**src/rtl/id_ex_pipe_reg.sv**
```systemverilog
`default_nettype none
// ============================================================================
// Module      : id_ex_pipe_reg
// Description : ID/EX pipeline register of the mips32 core. It sits directly
//               downstream of hazard detection and captures the decoded
//               operands, register specifiers and control word every cycle.
//               When hazard detection requests a load-use stall (pcWrite_i=0)
//               or a branch flush (idExFlush_i=1), a NOP bubble is loaded
//               instead. Two saturating event counters record how many stall
//               and flush bubbles were inserted.
//
// Ports       : clk            rising-edge clock
//               rst_n          asynchronous active-low reset
//               pcWrite_i      0 = load-use stall, insert bubble
//               idExFlush_i    1 = branch flush, insert bubble (wins over stall)
//               clrCounters_i  synchronous clear of both event counters
//               idValid_i      ID stage holds a real instruction
//               pcPlus4Id_i    PC+4 of the ID instruction            [DW]
//               rd1Id_i        register-file read data port 1        [DW]
//               rd2Id_i        register-file read data port 2        [DW]
//               immId_i        sign-extended immediate               [DW]
//               rsId_i/rtId_i/rdId_i  register specifiers            [5]
//               ctrlId_i       {regWrite,memToReg,memRead,memWrite,
//                               branch,aluSrc,regDst,jump,aluOp[3:0]} [12]
//               validEx_o      EX stage holds a real instruction
//               pcPlus4Ex_o/rd1Ex_o/rd2Ex_o/immEx_o  registered data [DW]
//               rsEx_o/rtEx_o/rdEx_o  registered specifiers          [5]
//               ctrlEx_o       registered control word               [12]
//               memReadEx_o    ctrlEx_o memRead bit, to hazard detection
//               stallCount_o   stall bubbles inserted (saturating)   [CW]
//               flushCount_o   flush bubbles inserted (saturating)   [CW]
//
// Revision    : 1.0  initial release
// ============================================================================
module id_ex_pipe_reg #(
    parameter int DW = 32,
    parameter int CW = 16
) (
    input  logic          clk,
    input  logic          rst_n,
    input  logic          pcWrite_i,
    input  logic          idExFlush_i,
    input  logic          clrCounters_i,
    input  logic          idValid_i,
    input  logic [DW-1:0] pcPlus4Id_i,
    input  logic [DW-1:0] rd1Id_i,
    input  logic [DW-1:0] rd2Id_i,
    input  logic [DW-1:0] immId_i,
    input  logic [4:0]    rsId_i,
    input  logic [4:0]    rtId_i,
    input  logic [4:0]    rdId_i,
    input  logic [11:0]   ctrlId_i,
    output logic          validEx_o,
    output logic [DW-1:0] pcPlus4Ex_o,
    output logic [DW-1:0] rd1Ex_o,
    output logic [DW-1:0] rd2Ex_o,
    output logic [DW-1:0] immEx_o,
    output logic [4:0]    rsEx_o,
    output logic [4:0]    rtEx_o,
    output logic [4:0]    rdEx_o,
    output logic [11:0]   ctrlEx_o,
    output logic          memReadEx_o,
    output logic [CW-1:0] stallCount_o,
    output logic [CW-1:0] flushCount_o
);

    // ------------------------------------------------------------------------
    // Constants
    // ------------------------------------------------------------------------
    localparam int            c_CTRL_W       = 12;
    localparam int            c_CTRL_MEMREAD = 9;
    localparam logic [CW-1:0] c_CNT_MAX      = '1;

    // ------------------------------------------------------------------------
    // Pipeline state
    // ------------------------------------------------------------------------
    logic                validEx_q,   validEx_d;
    logic [DW-1:0]       pcPlus4Ex_q, pcPlus4Ex_d;
    logic [DW-1:0]       rd1Ex_q,     rd1Ex_d;
    logic [DW-1:0]       rd2Ex_q,     rd2Ex_d;
    logic [DW-1:0]       immEx_q,     immEx_d;
    logic [4:0]          rsEx_q,      rsEx_d;
    logic [4:0]          rtEx_q,      rtEx_d;
    logic [4:0]          rdEx_q,      rdEx_d;
    logic [c_CTRL_W-1:0] ctrlEx_q,    ctrlEx_d;
    logic [CW-1:0]       stallCnt_q,  stallCnt_d;
    logic [CW-1:0]       flushCnt_q,  flushCnt_d;

    // ------------------------------------------------------------------------
    // Hazard decode
    // A flush already turns the slot into a bubble, so a simultaneous stall
    // request is not counted as a separate stall event.
    // ------------------------------------------------------------------------
    logic w_flush_evt;
    logic w_stall_evt;
    logic w_bubble;

    assign w_flush_evt = idExFlush_i;
    assign w_stall_evt = ~idExFlush_i & ~pcWrite_i;
    assign w_bubble    = w_flush_evt | w_stall_evt;

    // ------------------------------------------------------------------------
    // Next-state: pipeline fields
    // The register is never held: a stall freezes PC and IF/ID upstream, and
    // this stage must drain the load into EX while feeding a bubble behind
    // it. The bubble clears the whole control word, so memRead drops and the
    // load-use stall ends after exactly one cycle. Data fields are zeroed too
    // so a bubble is a clean, deterministic NOP.
    // ------------------------------------------------------------------------
    always_comb begin
        validEx_d   = 1'b0;
        pcPlus4Ex_d = '0;
        rd1Ex_d     = '0;
        rd2Ex_d     = '0;
        immEx_d     = '0;
        rsEx_d      = '0;
        rtEx_d      = '0;
        rdEx_d      = '0;
        ctrlEx_d    = '0;
        if (!w_bubble) begin
            // An invalid ID slot still passes its control word unmodified;
            // EX qualifies every side effect with validEx.
            validEx_d   = idValid_i;
            pcPlus4Ex_d = pcPlus4Id_i;
            rd1Ex_d     = rd1Id_i;
            rd2Ex_d     = rd2Id_i;
            immEx_d     = immId_i;
            rsEx_d      = rsId_i;
            rtEx_d      = rtId_i;
            rdEx_d      = rdId_i;
            ctrlEx_d    = ctrlId_i;
        end
    end

    // ------------------------------------------------------------------------
    // Next-state: event counters
    // Saturating at all-ones; a clear request overrides any increment.
    // ------------------------------------------------------------------------
    always_comb begin
        stallCnt_d = stallCnt_q;
        flushCnt_d = flushCnt_q;
        if (clrCounters_i) begin
            stallCnt_d = '0;
            flushCnt_d = '0;
        end else begin
            if (w_stall_evt && (stallCnt_q != c_CNT_MAX)) begin
                stallCnt_d = stallCnt_q + 1'b1;
            end
            if (w_flush_evt && (flushCnt_q != c_CNT_MAX)) begin
                flushCnt_d = flushCnt_q + 1'b1;
            end
        end
    end

    // ------------------------------------------------------------------------
    // State registers
    // Asynchronous reset discards whatever is in flight, including a bubble.
    // ------------------------------------------------------------------------
    always_ff @(posedge clk or negedge rst_n) begin
        if (!rst_n) begin
            validEx_q   <= 1'b0;
            pcPlus4Ex_q <= '0;
            rd1Ex_q     <= '0;
            rd2Ex_q     <= '0;
            immEx_q     <= '0;
            rsEx_q      <= '0;
            rtEx_q      <= '0;
            rdEx_q      <= '0;
            ctrlEx_q    <= '0;
            stallCnt_q  <= '0;
            flushCnt_q  <= '0;
        end else begin
            validEx_q   <= validEx_d;
            pcPlus4Ex_q <= pcPlus4Ex_d;
            rd1Ex_q     <= rd1Ex_d;
            rd2Ex_q     <= rd2Ex_d;
            immEx_q     <= immEx_d;
            rsEx_q      <= rsEx_d;
            rtEx_q      <= rtEx_d;
            rdEx_q      <= rdEx_d;
            ctrlEx_q    <= ctrlEx_d;
            stallCnt_q  <= stallCnt_d;
            flushCnt_q  <= flushCnt_d;
        end
    end

    // ------------------------------------------------------------------------
    // Outputs: driven straight from flops, no input-to-output path.
    // ------------------------------------------------------------------------
    assign validEx_o    = validEx_q;
    assign pcPlus4Ex_o  = pcPlus4Ex_q;
    assign rd1Ex_o      = rd1Ex_q;
    assign rd2Ex_o      = rd2Ex_q;
    assign immEx_o      = immEx_q;
    assign rsEx_o       = rsEx_q;
    assign rtEx_o       = rtEx_q;
    assign rdEx_o       = rdEx_q;
    assign ctrlEx_o     = ctrlEx_q;
    assign memReadEx_o  = ctrlEx_q[c_CTRL_MEMREAD];
    assign stallCount_o = stallCnt_q;
    assign flushCount_o = flushCnt_q;

endmodule
`default_nettype wire

```
**config.mk**
```make
export PLATFORM = sky130hd
export DESIGN_NAME = id_ex_pipe_reg
export DESIGN_NICKNAME = d
export VERILOG_FILES = /design/src/rtl/id_ex_pipe_reg.sv
export SDC_FILE = /design/constraint.sdc
export NUM_CORES = 1
export LEC_CHECK = 0
export ABC_AREA = 1
export CAP_MARGIN = 5
export CORE_ASPECT_RATIO = 0.8
export CORE_MARGIN = 2
export CORE_UTILIZATION = 41
export CTS_CLUSTER_DIAMETER = 50
export DETAILED_ROUTE_END_ITERATION = 16
export GPL_ROUTABILITY_DRIVEN = 0
export PLACE_DENSITY = 0.81
export SYNTH_ARGS = -nofsm -noshare
export SYNTH_HDL_FRONTEND = slang
export SYNTH_SLANG_ARGS = --single-unit
```
**constraint.sdc**
```tcl
create_clock -name clk -period 1.7 [get_ports clk]
set_input_delay 0.34 -clock clk [delete_from_list [all_inputs] [get_ports clk]]
set_output_delay 0.34 -clock clk [all_outputs]
set_load 0.05 [all_outputs]
```
**After elaboration in Yosys (flattened, before gate mapping)**

Index checks and enable logic that the tools add are counted.
Widths: inputs -> output; s select.

- Reductions and logical operators: 4
- Bitwise logic cells: 4
- Eq/ne operators: 2
- Add/sub/neg operators: 2
- Muxes and demuxes: 13

Operators with widths:

| cell | count |
|---|---|
| $mux 32 | 4 |
| $mux 16 | 4 |
| $add 16x1->16 const B | 2 |
| $ne 16x16->1 const B | 2 |
| $mux 5 | 3 |
| $mux 12 | 1 |
| $reduce_bool 2->1 | 2 |
| $logic_and 1x1->1 | 2 |
| $not 1->1 | 2 |
| $and 1x1->1 | 1 |
| $mux 1 | 1 |
| $or 1x1->1 | 1 |

- Output and inout bits: 189
- Logic and storage cells: 36
- Register bits after elaboration: 188

**Depth between registers and ports, before layout**

Gate-level depths: netlist of the first run.

- Depth in word-level cells: 5
- Mapped depth: 10

**Least setup slack after synthesis of the first run**

OpenSTA, ideal clock, no wires.

- Kind: reg-to-reg
- From: register flushCnt_q[1] (netlist: flushCount_o[1])
- To: register flushCnt_q[3] (netlist: flushCount_o[3])
- Required time: 1,571 ps
- Library setup time: 129 ps
- Arrival: 1,740 ps
- Path slack: -169 ps
- Path buffers: 1
- Stages on the path, launching flop included: 10
- Clock period less this slack: 1,869 ps
- Cell sequence: dfrtp_1 ha_1 nand2_1 nor2_4 nand2_2 nor2_1 nor2_1 buf_2 nand3_1 o21ai_0

- Longest elaborated chain between the ends: 3
- Elaborated cells on any way between the ends: 6
- Classes of those cells: add/sub: 1; eq/ne: 1; mux: 2; reduce/logical: 2

Ends and longest elaborated chain:

| item | line | RTL |
|---|---|---|
| from (decl) | 87 | `logic [CW-1:0] flushCnt_q, flushCnt_d;` |
| from (signal assigned) | 183 | `flushCnt_q <= flushCnt_d;` |
| $add 16x1->16 / $ne 16x16->1 (equally long branches) | 150, 149 |  |
| $mux 16 / $logic_and 1x1->1 (equally long branches) | 149 | `if (w_flush_evt && (flushCnt_q != c_CNT_MAX)) begin` |
| $mux 16 / $reduce_bool 2->1 (equally long branches) | -- |  |

Several ways; a longest one is shown, not always the timed one. The select of a mux whose other input is x is not followed.
A chain may end at the register's enable or synchronous reset.

**Final worst setup path of the first run**

- From: register flushCnt_q[14] (netlist: flushCount_o[14])
- To: register flushCnt_q[2] (netlist: flushCount_o[2])

- Longest elaborated chain between the ends: 3

Ends and longest elaborated chain:

| item | line |
|---|---|
| $ne 16x16->1 | 149 |
| $logic_and 1x1->1 | 149 |
| $reduce_bool 2->1 (no source line) | -- |

No other way between the ends.

==> results of run 1 <==
-- metal layers --
layer | vias up | global-route usage (%) | part of all wire, % | wire length (microns)
met5 | - | 0 | 0 | 0
met4 | 0 | 8.33 | 2.9 | 588
met3 | 40 | 9.04 | 9.1 | 1860
met2 | 237 | 37.2 | 51 | 10500
met1 | 3011 | 25.4 | 37 | 7620
li1 | 3118 | - | - | -
-- critical path: stages (launching register included) --
cell and delay (ps):
dfrtp_1 430, nand2_1 120, nor2_1 200, nand2_1 120, nor2_1 130, nor2_2 70
nor2_4 160, buf_4 160, nand2_1 50, nand2_1 50
-- final timing paths --
check                                  from         endpoint  slack, ps  depth (start not counted)
setup / recovery           flushCount_o[14]  flushCount_o[2]        130                          9
hold / removal               pcPlus4Id_i[0]   pcPlus4Ex_o[0]        420                          3
setup reg to reg           flushCount_o[14]  flushCount_o[2]        130                          9
hold reg to reg             flushCount_o[9]  flushCount_o[9]        560                          2
max in group asynchronous             rst_n   pcPlus4Ex_o[4]        680                          3
min in group asynchronous             rst_n  flushCount_o[5]        430                          2
-- stage by stage --
stage	setup WS [ps]	util (%)
detailed placement	13.6	64.3
finish	126	67.8
CTS	68.1	67.6
global route	15.0	67.8
global placement	17.1	64.3
floorplan	6.77	-
-- timing repair --
item / in CTS / in global routing
gates resized for setup: 0 / 6
setup buffers: 0 / 3
hold buffers: 1 / 0
hold endpoints to repair: 39 / 0
setup endpoints to repair: 0 / 16
-- synthesized netlist by cell type (2+ instances only) --
cell      number
a21oi_1        2
buf_1          4
buf_2          3
buf_6          2
clkbuf_1      15
dfrtp_1      188
ha_1           2
inv_1        191
nand2_1      124
nand2_2        3
nand3_1       31
nand4_1       15
nor2_1       199
nor2_4         5
nor3_1         2
o21ai_0        7
o21ai_1        4
or2_2          2
xor2_1         7
-- layout make-up --
type / instances / area [sq um]
inverter: 191 / 717
clock buffer: 20 / 447
clock inverter: 12 / 101
timing repair buffer: 407 / 3740
sequential: 188 / 4710
tap: 225 / 282
multi-input combinational: 405 / 1750
fill: 1339 / 5580
-- sequential cells by signal (all words and copies together), names as in the netlist --
signal / cells
rdEx_o: 5
rtEx_o: 5
validEx_o: 1
stallCount_o: 16
rd2Ex_o: 32
rsEx_o: 5
flushCount_o: 16
ctrlEx_o: 12
immEx_o: 32
rd1Ex_o: 32
pcPlus4Ex_o: 32
-- report_power, final --
group / switching [mW] / total (mW) / internal [mW] / leakage [nW]
logic: 0.977 / 1.63 / 0.649 / 3.77
registers: 0.0472 / 4.67 / 4.62 / 2.54
clock network: 1.78 / 3.73 / 1.95 / 0.258
-- logic make-up (layout without fill, tap and decap cells) --
group | after synthesis | after routing | share of synthesized area [%]
flip-flops | 188 | 188 | 64.8
AND/OR/NAND/NOR | 382 | 382 | 21.6
XOR/XNOR | 8 | 8 | 0.965
buffers and inverters | 216 | 630 | 11.5
adder cells (fa/ha/maj) | 2 | 2 | 0.344
AO/OA/AOI/OAI | 13 | 13 | 0.896
==> flow_summary.ini, run 1 <==
[synth]
synth_largest_area_cell = dfrtp_1
synth-edff-count = 0
synthArstFlopShare_pct = 100
avgSynthCellArea_sq_um = 8.98
yosysWarnings = 0
synthCells = 809
yosysSeqAreaShare_pct = 64.8
synth_area_sq_um = 7260
synth_seq_cells = 188
synth_top_flop_cell = dfrtp_1
synth.top_cell.area_share_pct = 64.8
ys_types = 22
syn-num-nets = 972
synthTopCellsByArea = dfrtp_1, nor2_1, inv_1

[placement]
dpl.cell_count = 1412
dpl.hpwl_microns = 15800
io_buffers = 349
placed_cell_area_sq_um = 11100

[sta]
hold_slack_ps = 420
fmax_mhz = 635
setup_violations = 0
finalClockSkew_ps = 5.08
finalMaxSlewViolations = 0
relSlewSlack_pct = 72.8
hold_violations = 0
post-route-min-period_ps = 1570
grt_setup_unrepaired = false
finalSetupTns_ps = 0
timing.final.crit_share_pct = 92.6
worst_pin_slew_ps = 409

[floorplanning]
initial_core_util_pct = 41.9
dieHeight_microns = 123
fp-row-count = 43
coreArea_sq_um = 17300
dieArea_sq_um = 18800
design.portCount = 350
chipWidth_microns = 153

[critical_path]
critical_path.max_fanout = 5
crit_path_start_kind = register
cp-end-kind = register
critical_path_class = reg -> reg
cp.arrival_ps = 1930
critical_path_required_ps = 2060

[job]
maxCapViolCount = 0

[cts]
path_clk_slew_ps = 70
clock_path_buffers = 2
cts-root-buf = clkbuf_16
cts_made_buffers = 17
h-tree-depth = 4
clock-sinks = 188
cts_tree = built
worstSkewPairLatency_ps = 420

[global_route]
grt_pass1_vias = 6442
antenna_found_initial = 1
grt_pass1_wl_microns = 32400
grt_overflow = 0
grt_max_degree = 56
track_usage_pct = 22.0

[drt]
routed_wl_microns = 20500
wl_per_cell_microns = 14.2
drc = 0
avgViaCountPerCell = 4.42
first_pass_iters = 4
antenna_left = 0
vias = 6406
first_iter_violations = 305

[final_layout]
diodes = 0
area_delta_synth_final_pct = 61.7
fin_area_sq_um = 11700
mostFrequentLayoutCells = buf_4, nor2_1, inv_1, dfrtp_1, clkdlybuf4s50_1
mostFrequentLayoutCell = buf_4
fin_cells = 1448
final_nets = 1373
drive_above_1_share_pct = 24.3

[power_and_ir_drop]
leakage_nw = 6.57
power_density_nw_per_um2 = 853
power_mw = 10.0
vdd_drop_max_mv = 0.591

[min_path]
hold_class = in -> reg

[run_status]
status = finished clean
Power figures use the tool's default switching activity.
==> run 2: changes to the inputs <==
CAP_MARGIN = 20   (was 5)
SETUP_SLACK_MARGIN = 0.3   (was not set)
==> run 2 against run 1 <==
Global-route usage grew 1.1 points. First-iteration DRC count grew 14%. Via count grew 6.2%. Critical endpoint is now stallCount_o[4]. Largest cell class unchanged. Largest power group unchanged.
==> flow_summary.ini, run 2 (synthesis gave the netlist of run 1 again) <==
[global_route]
antenna_found_initial = 0
track_usage_pct = 23.1
grt_pass1_wl_microns = 33800
grt_overflow = 0
grt_pass1_vias = 6691
grt_max_degree = 66

[critical_path]
cp.arrival_ps = 1880
reg2regPathDepth = 8
r2r_start = stallCount_o[0]
rr_endpoint = stallCount_o[4]
critical_path.max_fanout = 5
crit_path_start_kind = register
reg2reg_slack_ps = 130
cp-end-kind = register
critical_path_class = reg -> reg
crit_start = stallCount_o[0]
critical_path_required_ps = 2010
cp-endpoint = stallCount_o[4]

[final_layout]
mostFrequentLayoutCells = buf_4, inv_1, nor2_1, dfrtp_1, clkdlybuf4s50_1
diodes = 0
drive_above_1_share_pct = 32.9
utilization_pct = 71.5
multi_input_area_sq_um = 2010
fill_cells = 1182
register_area_sq_um = 4740
mostFrequentLayoutCell = buf_4
area_delta_synth_final_pct = 70.6
fin_area_sq_um = 12400
final_nets = 1405

[power_and_ir_drop]
vdd_drop_max_mv = 0.681
power_density_nw_per_um2 = 826
leakage_nw = 6.84
power_mw = 10.2

[sta]
fin_ws_ps = 133
finalClockSkew_ps = 8.56
setup_violations = 0
hold_violations = 0
relSlewSlack_pct = 67.5
grt_setup_unrepaired = true
worst_pin_slew_ps = 488
finalSetupTns_ps = 0
timing.final.crit_share_pct = 92.2
finalMaxSlewViolations = 0
fmax_mhz = 638
post-route-min-period_ps = 1570

[placement]
dp_worst_setup_slack_ps = 59.6
io_buffers = 349
placed_cell_area_sq_um = 10900
dpl.hpwl_microns = 15500

[cts]
cts_tree = built
cts-root-buf = clkbuf_16
h-tree-depth = 4
path_clk_slew_ps = 80
clock_path_buffers = 2
clock-sinks = 188
cts_made_buffers = 17
worstSkewPairLatency_ps = 420

[drt]
routed_wl_microns = 23200
antenna_left = 0
drc = 0
first_pass_iters = 6
vias = 6804
avgViaCountPerCell = 4.60
first_iter_violations = 348
wl_per_cell_microns = 15.7

[run_status]
status = finished clean

[floorplanning]
chipWidth_microns = 153
initial_core_util_pct = 41.9
fp-row-count = 43
dieHeight_microns = 123
design.portCount = 350
dieArea_sq_um = 18800
coreArea_sq_um = 17300

[min_path]
hold_class = in -> reg

[job]
maxCapViolCount = 0
run 2: cell types whose count changed in the layout (fill, tap and decap cells not counted), moves of 6 or more:
cell | before | now
buf_12 | 22 | 13
buf_4 | 224 | 216
buf_6 | 0 | 42
buf_8 | 0 | 7
dfrtp_1 | 184 | 162
dfrtp_2 | 4 | 26
nand2_1 | 122 | 88
nand2_2 | 4 | 33
nand3_1 | 31 | 25
nor2_1 | 198 | 185
nor2_4 | 5 | 14
run 2: worst min path at each step:
stage                 from               to  slack [ps]  depth (start not counted)
2_1_floorplan        rst_n      ctrlEx_o[0]          40                          0
3_3_place_gp         rst_n  flushCount_o[4]         310                          1
3_5_place_dp         rst_n  flushCount_o[2]         320                          1
4_1_cts        immId_i[27]      immEx_o[27]         400                          3
5_1_grt        immId_i[27]      immEx_o[27]         410                          3
6_report       immId_i[31]      immEx_o[31]         420                          3
run 2: layer usage:
| metal | wire [microns] | track usage [%] | up-vias |
|---|---|---|---|
| li1 | - | - | 3185 |
| met1 | 8330 | 26.2 | 3290 |
| met4 | 547 | 6.60 | 0 |
| met2 | 12400 | 41.3 | 282 |
| met3 | 2010 | 8.66 | 47 |
| met5 | 0 | 0 | - |
run 2: worst max-delay path, cell delays in order (launching register included):
cell and delay, ps:
dfrtp_2 450, ha_4 180, nand2_4 80, nor2_4 40, buf_4 130, buf_6 120
or2_2 280, nand3_1 110, nand2_1 70
run 2: final cells by class:
class	instances	area share, %
Sequential cell	188	38.2
Timing Repair Buffer	439	32.8
Multi-Input combinational cell	405	16.2
Inverter	191	5.79
Clock buffer	19	3.66
Tap cell	225	2.27
Clock inverter	13	1.02
run 2: power breakdown:
group | leakage (nW) | switching, mW | internal, mW
sequential | 2.50 | 0.0545 | 4.62
combinational | 4.06 | 1.01 | 0.684
clock | 0.284 | 1.85 | 2.02
total | 6.84 | 2.92 | 7.32
run 2: timing repair:
item	CTS	global route
pin swaps	16	13
cloned	2	0
hold endpoints to repair	35	0
hold buffers	1	0
gates resized for setup	69	63
endpoints found under the setup margin	61	61
buffers inserted	36	24
run 2: stage by stage:
stage | cells | hold WS, ps
finish | 1480 | 422
global route | 1480 | 405
CTS | 1456 | 399
detailed placement | 1385 | 319
global placement | 1385 | 312
floorplan | 809 | 44.4
==> run 3: changes to the inputs <==
GPL_ROUTABILITY_DRIVEN = not set   (was 0)
==> results of run 3 <==
Final layout, timing and power as in run 2 (identical DEF).
